**config.mk**
```make
export PLATFORM = sky130hd
export DESIGN_NAME = stage_ex2_div
export DESIGN_NICKNAME = d
export VERILOG_FILES = /design/src/rtl/stage_ex2_div.sv
export SDC_FILE = /design/constraint.sdc
export NUM_CORES = 1
export LEC_CHECK = 0
export ABC_AREA = 1
export CAP_MARGIN = 30
export CORE_MARGIN = 2
export CORE_UTILIZATION = 23
export CTS_CLUSTER_DIAMETER = 40
export DETAILED_ROUTE_END_ITERATION = 10
export PLACE_DENSITY_LB_ADDON = 0.1
export SLEW_MARGIN = 30
export SYNTH_ARGS = -nofsm -noshare
export SYNTH_HDL_FRONTEND = slang
export SYNTH_SLANG_ARGS = --single-unit
```
**constraint.sdc**
```tcl
create_clock -name clk -period 3.04 [get_ports clk]
set_input_delay 0.608 -clock clk [delete_from_list [all_inputs] [get_ports clk]]
set_output_delay 0.608 -clock clk [all_outputs]
set_load 0.005 [all_outputs]
```
**src/rtl/stage_ex2_div.sv**
```systemverilog
// Iterative RV64M divider (DIV/DIVU/REM/REMU and W forms), EX stage 2.
// Optional DIV_EARLY_OUT_EN: one-edge return for trivial quotients.
module stage_ex2_div #(
  parameter int BITS_PER_CYCLE = 1
) (
  input  logic        clk,
  input  logic        rst,
  input  logic        req_valid,
  output logic        req_ready,
  input  logic [1:0]  req_op,
  input  logic        req_is_32,
  input  logic [63:0] req_a,
  input  logic [63:0] req_b,
  input  logic        flush,
  output logic        resp_valid,
  input  logic        resp_ready,
  output logic [63:0] resp_value
);

  if (BITS_PER_CYCLE != 1 && BITS_PER_CYCLE != 2) begin : g_bad_bpc
    $error("stage_ex2_div: BITS_PER_CYCLE must be 1 or 2");
  end

  localparam logic [6:0] CNT64 = 7'(64 / BITS_PER_CYCLE);
  localparam logic [6:0] CNT32 = 7'(32 / BITS_PER_CYCLE);

  typedef enum logic [1:0] {IDLE, BUSY, DONE} state_e;

  state_e      state_q;
  logic [6:0]  cnt_q;
  logic [64:0] rem_q, rem_d;
  logic [63:0] quo_q, quo_d;
  logic [63:0] div_q;
  logic        is_rem_q, w_q, negq_q, negr_q;
  logic        resp_valid_q;
  logic [63:0] resp_value_q;

  logic        signed_op, sa, sb, b_zero, negq;
  logic [63:0] a_ext, b_ext, a_mag, b_mag;
  logic [63:0] q_fix, r_fix, res_raw, res_d;

  assign req_ready  = (state_q == IDLE) && !flush && !rst;
  assign resp_valid = resp_valid_q;
  assign resp_value = resp_value_q;

  always_comb begin
    signed_op = ~req_op[0];
    if (req_is_32) begin
      a_ext = signed_op ? {{32{req_a[31]}}, req_a[31:0]}
                        : {32'b0, req_a[31:0]};
      b_ext = signed_op ? {{32{req_b[31]}}, req_b[31:0]}
                        : {32'b0, req_b[31:0]};
    end else begin
      a_ext = req_a;
      b_ext = req_b;
    end
    sa     = signed_op & a_ext[63];
    sb     = signed_op & b_ext[63];
    a_mag  = sa ? -a_ext : a_ext;
    b_mag  = sb ? -b_ext : b_ext;
    b_zero = (b_ext == 64'd0);
    // a zero divisor leaves the all-ones quotient unsigned
    negq   = signed_op & (sa ^ sb) & ~b_zero;
  end

`ifdef DIV_EARLY_OUT_EN
  logic ovf;
  always_comb begin
    ovf = signed_op && (b_ext == '1) &&
          (a_ext == (req_is_32 ? 64'hFFFF_FFFF_8000_0000
                               : 64'h8000_0000_0000_0000));
  end
`endif

  always_comb begin
    rem_d = rem_q;
    quo_d = quo_q;
    for (int i = 0; i < BITS_PER_CYCLE; i++) begin
      rem_d = {rem_d[63:0], quo_d[63]};
      quo_d = {quo_d[62:0], 1'b0};
      if (rem_d >= {1'b0, div_q}) begin
        rem_d    = rem_d - {1'b0, div_q};
        quo_d[0] = 1'b1;
      end
    end
  end

  always_comb begin
    q_fix   = negq_q ? -quo_q : quo_q;
    r_fix   = negr_q ? -rem_q[63:0] : rem_q[63:0];
    res_raw = is_rem_q ? r_fix : q_fix;
    res_d   = w_q ? {{32{res_raw[31]}}, res_raw[31:0]} : res_raw;
  end

  always_ff @(posedge clk) begin
    if (rst) begin
      state_q      <= IDLE;
      cnt_q        <= '0;
      rem_q        <= '0;
      quo_q        <= '0;
      div_q        <= '0;
      is_rem_q     <= 1'b0;
      w_q          <= 1'b0;
      negq_q       <= 1'b0;
      negr_q       <= 1'b0;
      resp_valid_q <= 1'b0;
      resp_value_q <= '0;
    end else if (flush) begin
      state_q      <= IDLE;
      resp_valid_q <= 1'b0;
    end else begin
      unique case (state_q)
        IDLE: begin
          if (req_valid && req_ready) begin
            is_rem_q <= req_op[1];
            w_q      <= req_is_32;
            negq_q   <= negq;
            negr_q   <= sa;
            div_q    <= b_mag;
            state_q  <= BUSY;
            rem_q    <= '0;
            quo_q    <= req_is_32 ? {a_mag[31:0], 32'b0} : a_mag;
            cnt_q    <= req_is_32 ? CNT32 : CNT64;
`ifdef DIV_EARLY_OUT_EN
            // preload final magnitudes; the fixup edge finishes the job
            if (b_zero) begin
              quo_q <= '1;
              rem_q <= {1'b0, a_mag};
              cnt_q <= '0;
            end else if (ovf) begin
              quo_q <= a_mag;
              rem_q <= '0;
              cnt_q <= '0;
            end else if (a_mag < b_mag) begin
              quo_q <= '0;
              rem_q <= {1'b0, a_mag};
              cnt_q <= '0;
            end
`endif
          end
        end
        BUSY: begin
          if (cnt_q != 7'd0) begin
            rem_q <= rem_d;
            quo_q <= quo_d;
            cnt_q <= cnt_q - 7'd1;
          end else begin
            resp_value_q <= res_d;
            resp_valid_q <= 1'b1;
            state_q      <= DONE;
          end
        end
        DONE: begin
          if (resp_ready) begin
            resp_valid_q <= 1'b0;
            state_q      <= IDLE;
          end
        end
        default: state_q <= IDLE;
      endcase
    end
  end

endmodule
```
==> results of run 1 <==
## worst paths after layout
check	from	endpoint	slack (ns)	cells after the start
setup / recovery	div_q[51]	rem_q[58]	0.17	17
hold / removal	rst	state_q[1]	0.30	4
setup reg to reg	div_q[51]	rem_q[58]	0.17	17
hold reg to reg	cnt_q[0]	cnt_q[0]	0.45	1
## placed cells by master (no fill, tap or decap), types with 51 or more instances in the layout
cell type / n
xor2_1: 56
buf_4: 413
nand2_1: 1593
ha_1: 58
dfxtp_1: 267
o21ai_0: 288
nand4_1: 93
nor2_1: 491
inv_1: 761
nor3_1: 51
clkdlybuf4s50_1: 200
a21oi_1: 365
nand3_1: 459
clkbuf_16: 68
## routing by layer
layer / routed length (microns) / vias to the layer above / global-route usage [%]
met5: 11 / - / 0
met3: 8011 / 156 / 2.911
li1: - / 17060 / -
met2: 63500 / 1060 / 37.04
met1: 71140 / 15730 / 34.11
met4: 3692 / 2 / 6.042
## worst min-delay path, stage by stage
cell and delay (ns):
buf_4 0.11, inv_4 0.04, nand2_2 0.09, a21oi_1 0.04
## sequential cells by signal, indices dropped and copies added, names as in the netlist, 2 cells and up
name        cells
resp_value     64
state_q         2
div_q          64
quo_q          64
rem_q          64
cnt_q           7
## stage by stage
step	setup WS (ns)	setup TNS, ns	area (sq um)	total power, mW	std cells
after floorplan	0.8237	0	26910	5.786	5001
after global placement	-0.4210	-4.540	33560	7.581	6975
after detailed placement	-0.4439	-3.934	33560	7.564	6975
after CTS	0.01959	0	36080	15.69	7097
after global routing	-0.006695	-0.008638	36180	16.28	7098
final	0.1743	0	36180	15.59	7099
## logic make-up (layout without fill, tap and decap cells)
group	after synthesis	in the layout	synth area share, %
xor+xnor	102	102	3.320
compound gates	806	806	16.19
other cells	0	1	0
buf+inv	972	1545	14.11
simple gates	2781	2781	43.01
flops	270	270	20.09
fa+ha+maj	70	70	3.283
## timing repair
item                       CTS  global route
setup endpoints to repair   38            65
setup buffers                0             1
gates resized for setup      5            29
pin swaps                    0             2
## area by class of cell
cell class / instances / area [sq um]
Sequential cell: 270 / 5409
Timing Repair Buffer: 637 / 5565
Inverter: 786 / 2957
Clock inverter: 35 / 654.4
Fill cell: 13310 / 79870
Clock buffer: 87 / 1843
Tap cell: 1524 / 1907
Multi-Input combinational cell: 3759 / 17840
Antenna cell: 1 / 2.502
## power groups by stage
stage	Sequential [mW]	Clock [mW]	Combinational, mW
2_1_floorplan	3.77	0	2.02
3_3_place_gp	3.81	0	3.77
3_5_place_dp	3.81	0	3.76
4_1_cts	3.74	8.18	3.77
5_1_grt	3.75	8.34	4.19
6_report	3.75	8.02	3.82
==> impl_results.md, run 1 <==
* Sequential Power Share at a little under a quarter
* Crit end category: flop
* Clk sink count at 270
* Crit path time final at around 2.9 ns
* P_int at 10.42 mW
* CP cell instances: inv_1 -> ha_1 -> nand2_1 -> nor2_1 -> nand2_1 -> nor2_1 -> buf_4 -> nand2_1 -> nor3_1 -> buf_4 -> nor2_4 -> nand2_2 -> buf_12 -> buf_12 -> nand3_1 -> nand2_1 -> a21oi_1
* Worst EP arrival at around 3.3 ns
* Psw at ~5.2 mW
* First-pass GRT wire length at 213400 microns
* Maximum clock frequency at around 350 MHz
* Clk slew on worst S/H paths at ~0.06 ns
* Vias in the first global route at about 32k
* Post-synthesis instance area at roughly 27000 sq um
* DP HPWL at 121600 microns
* CP Max Fanout at 14
* Antenna-violating nets left at 0
* Max incr delay on CP at around 0.37 ns
* Slowest CP cell: ha_1
* Commonest cells post-synth: 1597 x nand2_1, 768 x inv_1, 501 x nor2_1, 460 x nand3_1, 367 x a21oi_1
* Synth async-reset ratio at 0%
* Status: complete, no violations
* Final Hold Fails at 0
* Largest net degree at the start of global routing at approximately 140
* Slew headroom at 44.16%
* Area Growth Syn to Fin at 34.48%
* Post-synthesis sequential area ratio at 20.09%
* Worst path top cell family by delay: simple AND/OR/NAND/NOR gates
* Sw Ratio at between 30% and 40%
* Clock share of power at 51.4%
* Die H at 346.0 microns
* Num CTS Buffers at between 60 and 70
* Synth Register Bits at 270
* Synth cell types at 48
* Max Cap Viol at 0
* Skew-Pair Late Insertion Delay at 0.64 ns
* H-tree levels at 3
* Tcrit/Tclk final at a little over nine tenths
* Layout cells sized above 1 at roughly 11%
* Die Footprint at between 100000 and 150000 sq um
* Count leader, synth: nand2_1
* Overflow after GRT at 0
* Core Rows at about 130
* Hold Crit Class: input pin to flop
* Die W at about 350 microns
* Total GRT Usage at about a quarter
* Post-synth net total at between 5k and 6k
* Wire per inst at slightly above 20 microns
* TritonRoute pass-1 iters at 6
* Vias at approximately 34k
* CP Class: flop to flop
* Final setup violating endpoints at 0
* Vias per cell at ~4.8
* Hold_buf cts at 0
* Fin nets at approximately 5.7k
* IO buf count at around 200
* Startpoint types: flop
* Synth area leaders: nand2_1 22%, dfxtp_1 20%, inv_1 11%, nand3_1 8.6%, nor2_1 7.0%
* Worst hold margin at about 0.3 ns
* Peak supply drop at approximately 310 uV
* Core area at between 100000 and 150000 sq um
* Clock buffer depth at 3
* Slew Limit Fails at 0
* WP buf/inv at 5
* Least-Margin Pin Slew at approximately 0.84 ns
* CP Data Required Time at 3.50 ns
* Final setup skew at between 0.04 and 0.05 ns
* Pwr dens at 430.9 nW/um^2
* Placer Congestion at ~1
* Mapped Cells at roughly 5k
* Yosys top cell by area: nand2_1
* Yosys Warn Count at 0
* Syn_area_per_cell at between 5 and 6 sq um
* Post-layout util at just over 30%
* Cell at the root of the clock tree: clkbuf_16
* CTS tree: done
* Combinational share of power at about a quarter
* Initial core utilization at a little under a quarter
* DRC Markers at 0
* Yosys top cell area share at between 20% and 30%
* Post-Route WL at between 100000 and 150000 microns
* IO Pins at just over 200
* Most used flip-flop cell after synthesis: dfxtp_1
* Number of synthesized flops with an enable pin at 0
* Leakage power total at ~19 nW
* Most used cell along the critical path: nand2_1
* DR iter-0 viols at 3035
* Initial antenna violation count at 4
Power figures use the tool's default switching activity.
==> inputs of run 2 (changes only) <==
Settings changed: CAP_MARGIN 30 to default.
==> results of run 2 <==
No change in the layout: final DEF, timing and power equal those of run 1.
